### src/rtl/sparc_data_path_pkg.sv
// Shared encodings for the SPARC V8 execution datapath: op3 codes, operand/extender selects, PSR layout.
// Pure definitions; no logic, no latency.
package sparc_data_path_pkg;

    localparam logic [5:0] OP_ADD  = 6'b000000;
    localparam logic [5:0] OP_AND  = 6'b000001;
    localparam logic [5:0] OP_OR   = 6'b000010;
    localparam logic [5:0] OP_XOR  = 6'b000011;
    localparam logic [5:0] OP_SUB  = 6'b000100;
    localparam logic [5:0] OP_ANDN = 6'b000101;
    localparam logic [5:0] OP_ORN  = 6'b000110;
    localparam logic [5:0] OP_XNOR = 6'b000111;
    localparam logic [5:0] OP_ADDX = 6'b001000;
    localparam logic [5:0] OP_SUBX = 6'b001100;
    localparam logic [5:0] OP_SLL  = 6'b100101;
    localparam logic [5:0] OP_SRL  = 6'b100110;
    localparam logic [5:0] OP_SRA  = 6'b100111;

    localparam logic [2:0] EXT_SIMM13 = 3'd0;
    localparam logic [2:0] EXT_SETHI  = 3'd1;
    localparam logic [2:0] EXT_DISP22 = 3'd2;
    localparam logic [2:0] EXT_DISP30 = 3'd3;

    localparam logic [2:0] ALUB_PB     = 3'd0;
    localparam logic [2:0] ALUB_EXT    = 3'd1;
    localparam logic [2:0] ALUB_FOUR   = 3'd2;
    localparam logic [2:0] ALUB_EIGHT  = 3'd3;

    typedef enum logic [1:0] {
        ALUA_PA   = 2'd0,
        ALUA_ZERO = 2'd1,
        ALUA_PSR  = 2'd2,
        ALUA_IR   = 2'd3
    } alua_sel_e;

    typedef enum logic [1:0] {
        PSR_SEL_ICC   = 2'd0,
        PSR_SEL_WRPSR = 2'd1,
        PSR_SEL_MODE  = 2'd2,
        PSR_SEL_HOLD  = 2'd3
    } psr_sel_e;

    typedef struct packed {
        logic n;
        logic z;
        logic v;
        logic c;
    } icc_t;

    localparam int PSR_ICC_LSB = 20;
    localparam int PSR_C_BIT   = 20;
    localparam int PSR_S_BIT   = 7;
    localparam int PSR_PS_BIT  = 6;
    localparam int PSR_ET_BIT  = 5;
    localparam logic [31:0] PSR_MASK = 32'h00F0_00FF;

endpackage

### src/rtl/sparc_data_path_if.sv
// Control-side bundle for the datapath: selects, enables and addresses in, datapath observables out.
// Combinational wiring only; no flow control.
interface sparc_data_path_if;
    logic        IR_Enable;
    logic [31:0] IR_In;
    logic [31:0] IR_Out;
    logic        register_file_enable;
    logic [4:0]  in_PA;
    logic [4:0]  in_PB;
    logic [4:0]  in_PC;
    logic [31:0] out_PA;
    logic [31:0] out_PB;
    logic [2:0]  extender_select;
    logic [31:0] extender_out;
    logic [1:0]  ALUA_Mux_select;
    logic [2:0]  ALUB_Mux_select;
    logic [31:0] ALUA_Mux_out;
    logic [31:0] ALUB_Mux_out;
    logic [5:0]  ALU_op;
    logic [31:0] ALU_Out;
    logic        PSR_Enable;
    logic        PSR_Clr;
    logic [1:0]  PSR_Mux_select;
    logic        S;
    logic        PS;
    logic        ET;
    logic [31:0] PSR_out;

    modport master (
        output IR_Enable, IR_In, register_file_enable, in_PA, in_PB, in_PC,
               extender_select, ALUA_Mux_select, ALUB_Mux_select, ALU_op,
               PSR_Enable, PSR_Clr, PSR_Mux_select, S, PS, ET,
        input  IR_Out, out_PA, out_PB, extender_out, ALUA_Mux_out, ALUB_Mux_out,
               ALU_Out, PSR_out
    );

    modport slave (
        input  IR_Enable, IR_In, register_file_enable, in_PA, in_PB, in_PC,
               extender_select, ALUA_Mux_select, ALUB_Mux_select, ALU_op,
               PSR_Enable, PSR_Clr, PSR_Mux_select, S, PS, ET,
        output IR_Out, out_PA, out_PB, extender_out, ALUA_Mux_out, ALUB_Mux_out,
               ALU_Out, PSR_out
    );
endinterface

### src/rtl/sparc_data_path_alu.sv
// 32-bit SPARC integer ALU producing a result and NZVC; purely combinational, zero latency.
// No backpressure: output follows operands within the cycle.
module sparc_data_path_alu
    import sparc_data_path_pkg::*;
(
    input  logic [5:0]  op,
    input  logic [31:0] a,
    input  logic [31:0] b,
    input  logic        carry_in,
    output logic [31:0] result,
    output icc_t        icc
);
    logic [5:0]  base_op;
    logic [32:0] wide;
    logic        c_flag;
    logic        v_flag;
    logic        defined;

    always_comb begin
        // Bit 4 marks the cc variant of the arithmetic/logic group; shifts live above it.
        base_op = op[5] ? op : {op[5], 1'b0, op[3:0]};
        wide    = '0;
        result  = '0;
        c_flag  = 1'b0;
        v_flag  = 1'b0;
        defined = 1'b1;
        case (base_op)
            OP_ADD, OP_ADDX: begin
                wide   = {1'b0, a} + {1'b0, b} + {32'd0, (base_op == OP_ADDX) & carry_in};
                result = wide[31:0];
                c_flag = wide[32];
                v_flag = (a[31] == b[31]) && (result[31] != a[31]);
            end
            OP_SUB, OP_SUBX: begin
                wide   = {1'b0, a} - {1'b0, b} - {32'd0, (base_op == OP_SUBX) & carry_in};
                result = wide[31:0];
                c_flag = wide[32];
                v_flag = (a[31] != b[31]) && (result[31] != a[31]);
            end
            OP_AND:  result = a & b;
            OP_OR:   result = a | b;
            OP_XOR:  result = a ^ b;
            OP_ANDN: result = a & ~b;
            OP_ORN:  result = a | ~b;
            OP_XNOR: result = ~(a ^ b);
            OP_SLL:  result = a << b[4:0];
            OP_SRL:  result = a >> b[4:0];
            OP_SRA:  result = $unsigned($signed(a) >>> b[4:0]);
            default: defined = 1'b0;
        endcase

        icc = '0;
        if (defined) begin
            icc.n = result[31];
            icc.z = (result == 32'd0);
            icc.v = v_flag;
            icc.c = c_flag;
        end
    end
endmodule

### src/rtl/sparc_data_path.sv
// SPARC V8 execution slice: IR, 32x32 register file, extender, operand muxes, ALU and PSR.
// State updates one cycle after the controlling selects; no backpressure, control owns all sequencing.
module sparc_data_path
    import sparc_data_path_pkg::*;
(
    input  logic              Clk,
    input  logic              RESET,
    sparc_data_path_if.slave  bus
);
    logic [31:0] ir_q;
    logic [31:0] psr_q;
    logic [31:0] psr_next;
    logic [31:0] regs [1:31];
    logic [31:0] ext_dat;
    logic [31:0] a_dat;
    logic [31:0] b_dat;
    logic [31:0] alu_dat;
    icc_t        alu_icc;

    always_ff @(posedge Clk or posedge RESET) begin
        if (RESET)              ir_q <= '0;
        else if (bus.IR_Enable) ir_q <= bus.IR_In;
    end

    // r0 has no storage: writes to it are dropped and reads are forced to zero.
    always_ff @(posedge Clk or posedge RESET) begin
        if (RESET) begin
            for (int i = 1; i < 32; i++) regs[i] <= '0;
        end else if (bus.register_file_enable && (bus.in_PC != 5'd0)) begin
            regs[bus.in_PC] <= alu_dat;
        end
    end

    assign bus.out_PA = (bus.in_PA == 5'd0) ? 32'd0 : regs[bus.in_PA];
    assign bus.out_PB = (bus.in_PB == 5'd0) ? 32'd0 : regs[bus.in_PB];

    always_comb begin
        case (bus.extender_select)
            EXT_SIMM13: ext_dat = {{19{ir_q[12]}}, ir_q[12:0]};
            EXT_SETHI:  ext_dat = {ir_q[21:0], 10'd0};
            EXT_DISP22: ext_dat = {{8{ir_q[21]}}, ir_q[21:0], 2'd0};
            EXT_DISP30: ext_dat = {ir_q[29:0], 2'd0};
            default:    ext_dat = '0;
        endcase
    end

    always_comb begin
        case (alua_sel_e'(bus.ALUA_Mux_select))
            ALUA_PA:   a_dat = bus.out_PA;
            ALUA_ZERO: a_dat = '0;
            ALUA_PSR:  a_dat = psr_q;
            ALUA_IR:   a_dat = ir_q;
            default:   a_dat = '0;
        endcase
    end

    always_comb begin
        case (bus.ALUB_Mux_select)
            ALUB_PB:    b_dat = bus.out_PB;
            ALUB_EXT:   b_dat = ext_dat;
            ALUB_FOUR:  b_dat = 32'd4;
            ALUB_EIGHT: b_dat = 32'd8;
            default:    b_dat = '0;
        endcase
    end

    sparc_data_path_alu u_alu (
        .op       (bus.ALU_op),
        .a        (a_dat),
        .b        (b_dat),
        .carry_in (psr_q[PSR_C_BIT]),
        .result   (alu_dat),
        .icc      (alu_icc)
    );

    always_comb begin
        psr_next = psr_q;
        case (psr_sel_e'(bus.PSR_Mux_select))
            PSR_SEL_ICC:   psr_next[PSR_ICC_LSB +: 4] = alu_icc;
            PSR_SEL_WRPSR: psr_next = alu_dat & PSR_MASK;
            PSR_SEL_MODE: begin
                psr_next[PSR_S_BIT]  = bus.S;
                psr_next[PSR_PS_BIT] = bus.PS;
                psr_next[PSR_ET_BIT] = bus.ET;
            end
            default:       psr_next = psr_q;
        endcase
    end

    always_ff @(posedge Clk or posedge RESET) begin
        if (RESET)               psr_q <= '0;
        else if (bus.PSR_Clr)    psr_q <= '0;
        else if (bus.PSR_Enable) psr_q <= psr_next;
    end

    assign bus.IR_Out       = ir_q;
    assign bus.extender_out = ext_dat;
    assign bus.ALUA_Mux_out = a_dat;
    assign bus.ALUB_Mux_out = b_dat;
    assign bus.ALU_Out      = alu_dat;
    assign bus.PSR_out      = psr_q;
endmodule

### src/flat_wrapper.sv
// flat-port wrapper written by rule: the top's interface ports become plain ports
module sparc_data_path_flat import sparc_data_path_pkg::*;
  (Clk, RESET, bus_IR_Enable, bus_IR_In, bus_register_file_enable, bus_in_PA, bus_in_PB, bus_in_PC, bus_extender_select, bus_ALUA_Mux_select, bus_ALUB_Mux_select, bus_ALU_op, bus_PSR_Enable, bus_PSR_Clr, bus_PSR_Mux_select, bus_S, bus_PS, bus_ET, bus_IR_Out, bus_out_PA, bus_out_PB, bus_extender_out, bus_ALUA_Mux_out, bus_ALUB_Mux_out, bus_ALU_Out, bus_PSR_out);
  sparc_data_path_if bus_i ();
  input  logic Clk;
  input  logic RESET;
  input wire logic [$bits(bus_i.IR_Enable)-1:0] bus_IR_Enable;
  input wire logic [$bits(bus_i.IR_In)-1:0] bus_IR_In;
  input wire logic [$bits(bus_i.register_file_enable)-1:0] bus_register_file_enable;
  input wire logic [$bits(bus_i.in_PA)-1:0] bus_in_PA;
  input wire logic [$bits(bus_i.in_PB)-1:0] bus_in_PB;
  input wire logic [$bits(bus_i.in_PC)-1:0] bus_in_PC;
  input wire logic [$bits(bus_i.extender_select)-1:0] bus_extender_select;
  input wire logic [$bits(bus_i.ALUA_Mux_select)-1:0] bus_ALUA_Mux_select;
  input wire logic [$bits(bus_i.ALUB_Mux_select)-1:0] bus_ALUB_Mux_select;
  input wire logic [$bits(bus_i.ALU_op)-1:0] bus_ALU_op;
  input wire logic [$bits(bus_i.PSR_Enable)-1:0] bus_PSR_Enable;
  input wire logic [$bits(bus_i.PSR_Clr)-1:0] bus_PSR_Clr;
  input wire logic [$bits(bus_i.PSR_Mux_select)-1:0] bus_PSR_Mux_select;
  input wire logic [$bits(bus_i.S)-1:0] bus_S;
  input wire logic [$bits(bus_i.PS)-1:0] bus_PS;
  input wire logic [$bits(bus_i.ET)-1:0] bus_ET;
  output wire logic [$bits(bus_i.IR_Out)-1:0] bus_IR_Out;
  output wire logic [$bits(bus_i.out_PA)-1:0] bus_out_PA;
  output wire logic [$bits(bus_i.out_PB)-1:0] bus_out_PB;
  output wire logic [$bits(bus_i.extender_out)-1:0] bus_extender_out;
  output wire logic [$bits(bus_i.ALUA_Mux_out)-1:0] bus_ALUA_Mux_out;
  output wire logic [$bits(bus_i.ALUB_Mux_out)-1:0] bus_ALUB_Mux_out;
  output wire logic [$bits(bus_i.ALU_Out)-1:0] bus_ALU_Out;
  output wire logic [$bits(bus_i.PSR_out)-1:0] bus_PSR_out;
  assign bus_i.IR_Enable = bus_IR_Enable;
  assign bus_i.IR_In = bus_IR_In;
  assign bus_i.register_file_enable = bus_register_file_enable;
  assign bus_i.in_PA = bus_in_PA;
  assign bus_i.in_PB = bus_in_PB;
  assign bus_i.in_PC = bus_in_PC;
  assign bus_i.extender_select = bus_extender_select;
  assign bus_i.ALUA_Mux_select = bus_ALUA_Mux_select;
  assign bus_i.ALUB_Mux_select = bus_ALUB_Mux_select;
  assign bus_i.ALU_op = bus_ALU_op;
  assign bus_i.PSR_Enable = bus_PSR_Enable;
  assign bus_i.PSR_Clr = bus_PSR_Clr;
  assign bus_i.PSR_Mux_select = bus_PSR_Mux_select;
  assign bus_i.S = bus_S;
  assign bus_i.PS = bus_PS;
  assign bus_i.ET = bus_ET;
  assign bus_IR_Out = bus_i.IR_Out;
  assign bus_out_PA = bus_i.out_PA;
  assign bus_out_PB = bus_i.out_PB;
  assign bus_extender_out = bus_i.extender_out;
  assign bus_ALUA_Mux_out = bus_i.ALUA_Mux_out;
  assign bus_ALUB_Mux_out = bus_i.ALUB_Mux_out;
  assign bus_ALU_Out = bus_i.ALU_Out;
  assign bus_PSR_out = bus_i.PSR_out;
  sparc_data_path u_core (.Clk(Clk), .RESET(RESET), .bus(bus_i));
endmodule
### config.mk
export PLATFORM = sky130hd
export DESIGN_NAME = sparc_data_path_flat
export DESIGN_NICKNAME = d
export VERILOG_FILES = /design/src/rtl/sparc_data_path_pkg.sv /design/src/rtl/sparc_data_path_if.sv /design/src/rtl/sparc_data_path_alu.sv /design/src/rtl/sparc_data_path.sv /design/src/flat_wrapper.sv
export SDC_FILE = /design/constraint.sdc
export NUM_CORES = 2
export LEC_CHECK = 0
export BUFFER_PORTS_ARGS = -buffer_cell sky130_fd_sc_hd__buf_2
export CAP_MARGIN = 15
export CORE_UTILIZATION = 30
export CTS_CLUSTER_DIAMETER = 50
export DETAILED_ROUTE_END_ITERATION = 7
export MAX_ROUTING_LAYER = met4
export PLACE_DENSITY = 0.5
export SETUP_SLACK_MARGIN = 0.3
export SLEW_MARGIN = 20
export SYNTH_ARGS = -nofsm -noshare
export SYNTH_HDL_FRONTEND = slang
export SYNTH_SLANG_ARGS = --single-unit
export TNS_END_PERCENT = 30
### constraint.sdc
create_clock -name Clk -period 49.4 [get_ports Clk]
set_input_delay 7.41 -clock Clk [delete_from_list [all_inputs] [get_ports Clk]]
set_output_delay 7.41 -clock Clk [all_outputs]
set_load 0.03 [all_outputs]
Word-level counts from Yosys, hierarchy flattened. Cells that the tools add are included.

Add/subtract/negate cells: 4. Magnitude comparators: 4. Eq/ne operators: 27. Shift operators: 3. Muxes and demuxes: 27. Bitwise logic cells: 12. Reduce and logical (&&, ||, !) cells: 23.

Operators by type and width (count): bitwise mux 992 bit (1); one-hot mux 32 bit (4 select lines) (3); one-hot mux 32 bit (11 select lines) (1); binary-select mux 32 bit (select 5 bit) (2); 2-to-1 mux 32 bit (9); demux 32 bit (select 5 bit) (1); AND 32 bit (2); inverter 32 bit (2); OR 32 bit (2); adder 32 x 32 -> 33 bit (1); adder 33 x 1 -> 33 bit (1); subtractor 32 x 32 -> 33 bit (1); subtractor 33 x 1 -> 33 bit (1); logical NOT 32 bit (1); << shifter 32 x 5 -> 32 bit (1); right shift 32 x 5 -> 32 bit (1); >>> shifter 32 x 5 -> 32 bit (1); bitwise XOR 32 bit (1); == test 6 x 3 -> 1 bit, second input constant (4); == test 6 bit, second input constant (3); greater-or-equal comparator 6 bit, second input constant (3); inverter 5 -> 6 bit (3); OR reduction 13 bit (1); == test 3 x 2 -> 1 bit, second input constant (4); other kinds (29) (50).

Bits in registers: 1056. Bits of input ports: 72.

Logic depth before layout (Yosys ltp).
Depth in word-level cells: 15. Gate-level depth with buffers: 34. Gate-level depth less buffers: 26.

Hierarchy. A second synthesis with hierarchy kept.

Cells, all modules: 5673. Area, all modules: 66993.0 sq um.

Modules (own cells, without submodules): sparc_data_path (instances 1, cells an instance 4095, area each 56115.1 sq um, sequential area each 25924.9 sq um); sparc_data_path_alu (instances 1, cells an instance 1578, area each 10877.9 sq um, sequential area each 0.0 sq um).

Worst setup path before layout. Ideal clock, no wire load.

Path kind: input -> output. From: input bus_in_PB[1]. To: output bus_ALU_Out[30]. Arrival: 14899 ps. Slack: 27091 ps. Stages: 31. Path buffers: 10. Path through: buf_2 buf_4 buf_6 buf_4 buf_2 buf_2 buf_2 buf_2 buf_1 mux4_2 nand2_1 nand3_1 o21ai_0 o21ai_0 a22oi_1 inv_1 ha_1 inv_1 ha_1 a21o_1 or3_1 o21a_1 a2111oi_0 o211ai_1 a41oi_1 o21ai_0 nand4b_1 nand2_1 a221oi_1 clkbuf_1 inv_1.

Word-level cells in the longest chain between the ends: 9. Elaborated cells between the ends (all ways): 22. Those cells by class: add/sub: 4; shift: 3; mux: 6; bitwise: 8; reduce/logical: 1.

Ends and longest elaborated chain: start: declaration (RTL line flat_wrapper.sv:11) `input wire logic [$bits(bus_i.in_PB)-1:0] bus_in_PB;`; inverter 5 -> 6 bit (implied by the code) (RTL line sparc_data_path.sv:35) `assign bus.out_PB = (bus.in_PB == 5'd0) ? 32'd0 : regs[bus.in_PB];`; binary-select mux 32 bit (select 5 bit) (RTL line sparc_data_path.sv:35); 2-to-1 mux 32 bit (implied by the code) (2 in a row) (RTL line sparc_data_path.sv:35); 2-to-1 mux 32 bit * (RTL line sparc_data_path.sv:35); via bus_out_PB[10] (RTL line flat_wrapper.sv:25) `output wire logic [$bits(bus_i.out_PB)-1:0] bus_out_PB;`; one-hot mux 32 bit (4 select lines) * (RTL line sparc_data_path.sv:58) `case (bus.ALUB_Mux_select)`; via bus_ALUB_Mux_out[10] (RTL line flat_wrapper.sv:28) `output wire logic [$bits(bus_i.ALUB_Mux_out)-1:0] bus_ALUB_Mux_out;`; subtractor 32 x 32 -> 33 bit / adder 32 x 32 -> 33 bit (equally long branches) (RTL line sparc_data_path_alu.sv:35, sparc_data_path_alu.sv:29); subtractor 33 x 1 -> 33 bit / adder 33 x 1 -> 33 bit (equally long branches) (RTL line sparc_data_path_alu.sv:35, sparc_data_path_alu.sv:29); one-hot mux 32 bit (11 select lines) * (RTL line sparc_data_path_alu.sv:27) `case (base_op)`; end: declaration (RTL line flat_wrapper.sv:29) `output wire logic [$bits(bus_i.ALU_Out)-1:0] bus_ALU_Out;`.

The timed path passes the listed nets; every way through them passes the cells marked *. The select of a mux whose other input is x is not followed.

Final worst setup path.
From: input bus_in_PA[0]. To: output bus_ALU_Out[29].

Word-level cells in the longest chain between the ends: 9. Elaborated cells between the ends (all ways): 21. Those cells by class: add/sub: 4; shift: 3; mux: 6; bitwise: 7; reduce/logical: 1.

Ends and longest elaborated chain: start: declaration (RTL line flat_wrapper.sv:10) `input wire logic [$bits(bus_i.in_PA)-1:0] bus_in_PA;`; inverter 5 -> 6 bit (implied by the code) (RTL line sparc_data_path.sv:34) `assign bus.out_PA = (bus.in_PA == 5'd0) ? 32'd0 : regs[bus.in_PA];`; binary-select mux 32 bit (select 5 bit) (RTL line sparc_data_path.sv:34); 2-to-1 mux 32 bit (implied by the code) (2 in a row) (RTL line sparc_data_path.sv:34); 2-to-1 mux 32 bit * (RTL line sparc_data_path.sv:34); one-hot mux 32 bit (4 select lines) * (RTL line sparc_data_path.sv:48) `case (alua_sel_e'(bus.ALUA_Mux_select))`; subtractor 32 x 32 -> 33 bit, or another cell as far along (RTL line sparc_data_path_alu.sv:35) `wide = {1'b0, a} - {1'b0, b} - {32'd0, (base_op == OP_SUBX) & carry_in};`; subtractor 33 x 1 -> 33 bit, or another cell as far along (RTL line sparc_data_path_alu.sv:35); one-hot mux 32 bit (11 select lines) * (RTL line sparc_data_path_alu.sv:27).

Every way passes the cells marked *; elsewhere a longest branch is shown, timed or not. The select of a mux whose other input is x is not followed.

==> summary.txt <==
Drt
  • Post-route ant nets: 0
  • Final WL: 321,000 µm
  • Vias: 58,000
  • DR pass1 iterations: 6
  • Met1 WL: 131,000 µm
  • Avg WL per Cell: 33.1 µm
  • Met3 WL: 28,800 µm
  • Met2 wire length: 143,000 µm
  • Via density: 5.98
  • Max layer used: met4
  • Initial DRC Count: 7,008
  • DRC: 0

Logic synthesis
  • Synthesized cell area: 0.0653 mm²
  • Sequential cell area fraction in the yosys report: 39.7%
  • Post-synth EDFFs: 0
  • Syn. warnings: 0
  • Synthesized instance count: 6,729
  • Ys flop type: dfrtp_1
  • Yosys cell types: 104
  • FF+latch count, synth: 1,036
  • Syn Area/Cell: 9.70 µm²
  • Synth async-reset ratio: 100%

Placed design
  • Pre-CTS setup slack: 25.64 ns
  • Final HPWL DP: 219,000 µm
  • Gp weighted congestion: 1.02
  • Port bufs: 307

Critical path
  • Origin of the worst setup path: bus_in_PA[0]
  • Slowest library cell on the worst path: buf_4
  • Critical Path Max Stage Delay: 0.73 ns
  • Critical path class: in2out
  • Data arrival, critical path: 16.52 ns
  • Worst setup SP type: input pin
  • Critical path buffers and inverters: 6
  • Worst r2r src: u_core.bus.IR_Out[2]$_DFFE_PP0P_
  • Levels on crit path: 25
  • Crit path max-delay family: compound AO/OA/AOI/OAI gates
  • Critical Path RT: 41.99 ns
  • CP endpoint kind: output pin
  • Reg2reg path depth: 25
  • Crit-path max FO: 54

Power
  • Peak supply drop: 34.6 µV
  • Seq pwr share: 37.9%
  • Logic pwr share: 28.3%
  • Net Sw Frac: 35.7%
  • PD cells: 40.9 mW/mm²
  • Pleak: 31.8 nW
  • Net Switching: 0.00108 W
  • Internal power: 0.00195 W
  • Clock power frac: 33.8%

Clock network
  • CTS-repair resized insts: 0
  • CTS buffer count: 136
  • Cts hold-fix bufs: 0
  • Longest Clk Path Bufs: 3
  • Post-CTS Setup Repair Bufs: 0
  • Clock Sinks: 1,036
  • Clock root buffer: clkbuf_16
  • CTS tree: done
  • Reg clk slew, reported paths: 0.05 ns
  • H-Tree Level Count: 4
  • Skew-Pair Late Insertion Delay: 0.81 ns

Floorplanning
  • Die W: 468 µm
  • Die Ht: 468 µm
  • Initial core utilization: 30.3%
  • Core Rows: 170
  • Num ports: 328
  • Core footprint: 0.215 mm²
  • Die ar.: 0.219 mm²

Min path
  • Worst hold path class: reg2reg
  • Hold path start: u_core.regs[898]$_DFFE_PP0P_
  • Worst Hold Depth: 2

STA
  • Rel. slew slack: 11.8%
  • Final worst-path cycle share: 48.4%
  • Max Clk Rate: 0.0418 GHz
  • Slew Viols, Final: 0
  • Worst Tran Pin Value: 1.32 ns
  • Setup TNS: 0 ns
  • Final setup violation count: 0
  • Tmin final: 23.93 ns
  • Worst Slack Setup Final: 25.47 ns
  • Final Hold Fails: 0
  • Unrepaired setup endpoints after global routing: no
  • Clock Skews: 0.0361 ns

Layout
  • Nets: 6,906
  • Layout cells sized above 1: 20.9%
  • Area Overhead vs Synth: 13.7%
  • # fillers: 22,100

GRT
  • Antenna violations before repair: 32
  • Overflow after GRT: 0
  • Gr usage total: 29.6%
  • Largest net degree at the start of global routing: 176
  • Vias in the first global route: 55,600
  • First-pass GRT wire length: 445,000 µm

Run status
  • Status: finished clean

Run
  • MaxCap Viol Count: 0
[layout make-up]
class	count	area (µm²)	area share [%]
inverter	160	608	0.819
multi-input combinational	4899	36300	48.9
clock buffer	183	3880	5.23
tap	2838	3550	4.78
antenna	19	47.5	0.0641
sequential	1036	25900	34.9
clock inverter	58	687	0.926
timing repair buffer	504	3200	4.31
[registers in the layout, summed over array words and instances (netlist names)]
register,cells
u_core.bus.IR_Out,32
u_core.bus.PSR_out,12
u_core.regs,992
[power by group through the flow]
stage / combinational, W / clock (W) / sequential (W)
after floorplan: 0.000570 / 0 / 0.00112
after global placement: 0.000840 / 0 / 0.00115
after detailed placement: 0.000847 / 0 / 0.00116
after CTS: 0.000850 / 0.00104 / 0.00114
after global routing: 0.000917 / 0.00107 / 0.00117
final: 0.000860 / 0.00102 / 0.00115
[metrics by stage]
stage	utilization, %	total power (W)	cell area [µm²]	cells	hold WS, ns
final	34.4	0.00303	74200	9697	0.496
after detailed placement	32.3	0.00200	69500	9435	0.485
after CTS	34.4	0.00303	74100	9676	0.497
after global routing	34.4	0.00315	74200	9691	0.517
after global placement	32.3	0.00199	69500	9434	0.475
after floorplan	-	0.00169	65300	6748	0.459
[layer usage]
metal,vias to the layer above,global-route usage [%]
met5,-,-
met3,670,6.37
met2,3069,44.2
li1,24600,-
met1,29700,37.8
met4,0,14.7
[cells by family (layout without fill, tap and decap cells)]
logic type | Yosys count | count (layout) | share of synthesized area [%]
other | 1 | 39 | 0.00575
AO/OA/AOI/OAI | 1959 | 1959 | 18.2
XOR/XNOR | 78 | 78 | 1.05
AND/OR/NAND/NOR | 1888 | 1888 | 12.4
multiplexers | 857 | 857 | 21.1
buffers and inverters | 813 | 905 | 5.56
flip-flops | 1036 | 1036 | 39.7
adder cells (fa/ha/maj) | 97 | 97 | 1.91
[synthesized netlist by cell type, types with 15 or more instances]
| cell | instances | area (µm²) |
|---|---|---|
| a21oi_1 | 654 | 3270 |
| o21ai_0 | 631 | 3160 |
| a31oi_1 | 28 | 175 |
| nor3b_1 | 15 | 113 |
| nand4_1 | 30 | 188 |
| buf_6 | 33 | 372 |
| o21a_1 | 22 | 165 |
| a22oi_1 | 89 | 668 |
| buf_1 | 50 | 188 |
| nor3_1 | 86 | 430 |
| buf_2 | 94 | 470 |
| mux2i_1 | 288 | 2880 |
| a21o_1 | 26 | 195 |
| or2_2 | 15 | 93.8 |
| o22ai_1 | 60 | 375 |
| mux2_2 | 170 | 1910 |
| a221oi_1 | 48 | 420 |
| nand2_1 | 722 | 2710 |
| xnor2_1 | 48 | 420 |
| nor2_1 | 734 | 2760 |
| xor2_1 | 30 | 263 |
| buf_4 | 42 | 315 |
| o31ai_1 | 17 | 128 |
| mux4_2 | 396 | 8920 |
| and3_1 | 23 | 144 |
| nand3_1 | 90 | 450 |
| dfrtp_1 | 1036 | 25900 |
| ha_1 | 93 | 1160 |
| nor2b_1 | 44 | 275 |
| inv_1 | 155 | 582 |
| a22o_1 | 46 | 403 |
| and2_1 | 17 | 106 |
| nand2b_1 | 28 | 175 |
| a211oi_1 | 64 | 480 |
| nand3b_1 | 16 | 120 |
| clkbuf_1 | 429 | 1610 |
| o221ai_1 | 19 | 166 |
| o211ai_1 | 48 | 360 |
| a221o_1 | 20 | 200 |
[tightest hold or removal path, delay by kind of cell (launching register included)]
kind | cells | cell delay [ns]
simple gates | 1 | 0.05
flops | 1 | 0.35
compound gates | 1 | 0.06
[cell usage in the layout, fill, tap and decap left out, types with 78 or more instances in the layout]
cell / n
a21oi_1: 652
a22oi_1: 89
buf_2: 300
buf_4: 187
clkbuf_16: 140
dfrtp_1: 1036
ha_1: 93
inv_1: 153
mux2_2: 170
mux2i_1: 288
mux4_2: 396
nand2_1: 705
nand3_1: 89
nor2_1: 713
nor3_1: 78
o21ai_0: 631
[final timing paths]
| path | slack, ns | end |
|---|---|---|
| min in group asynchronous | 6.71 | u_core.regs[344]$_DFFE_PP0P_ |
| worst max register to register | 40.87 | u_core.bus.PSR_out[22]$_DFFE_PP0P_ |
| max in group asynchronous | 38.88 | u_core.regs[206]$_DFFE_PP0P_ |
| worst max-delay path | 25.47 | bus_ALU_Out[29] |
| worst min-delay path | 0.50 | u_core.regs[898]$_DFFE_PP0P_ |
| worst min register to register | 0.50 | u_core.regs[898]$_DFFE_PP0P_ |
No activity file was read; power rests on OpenSTA's default activity.
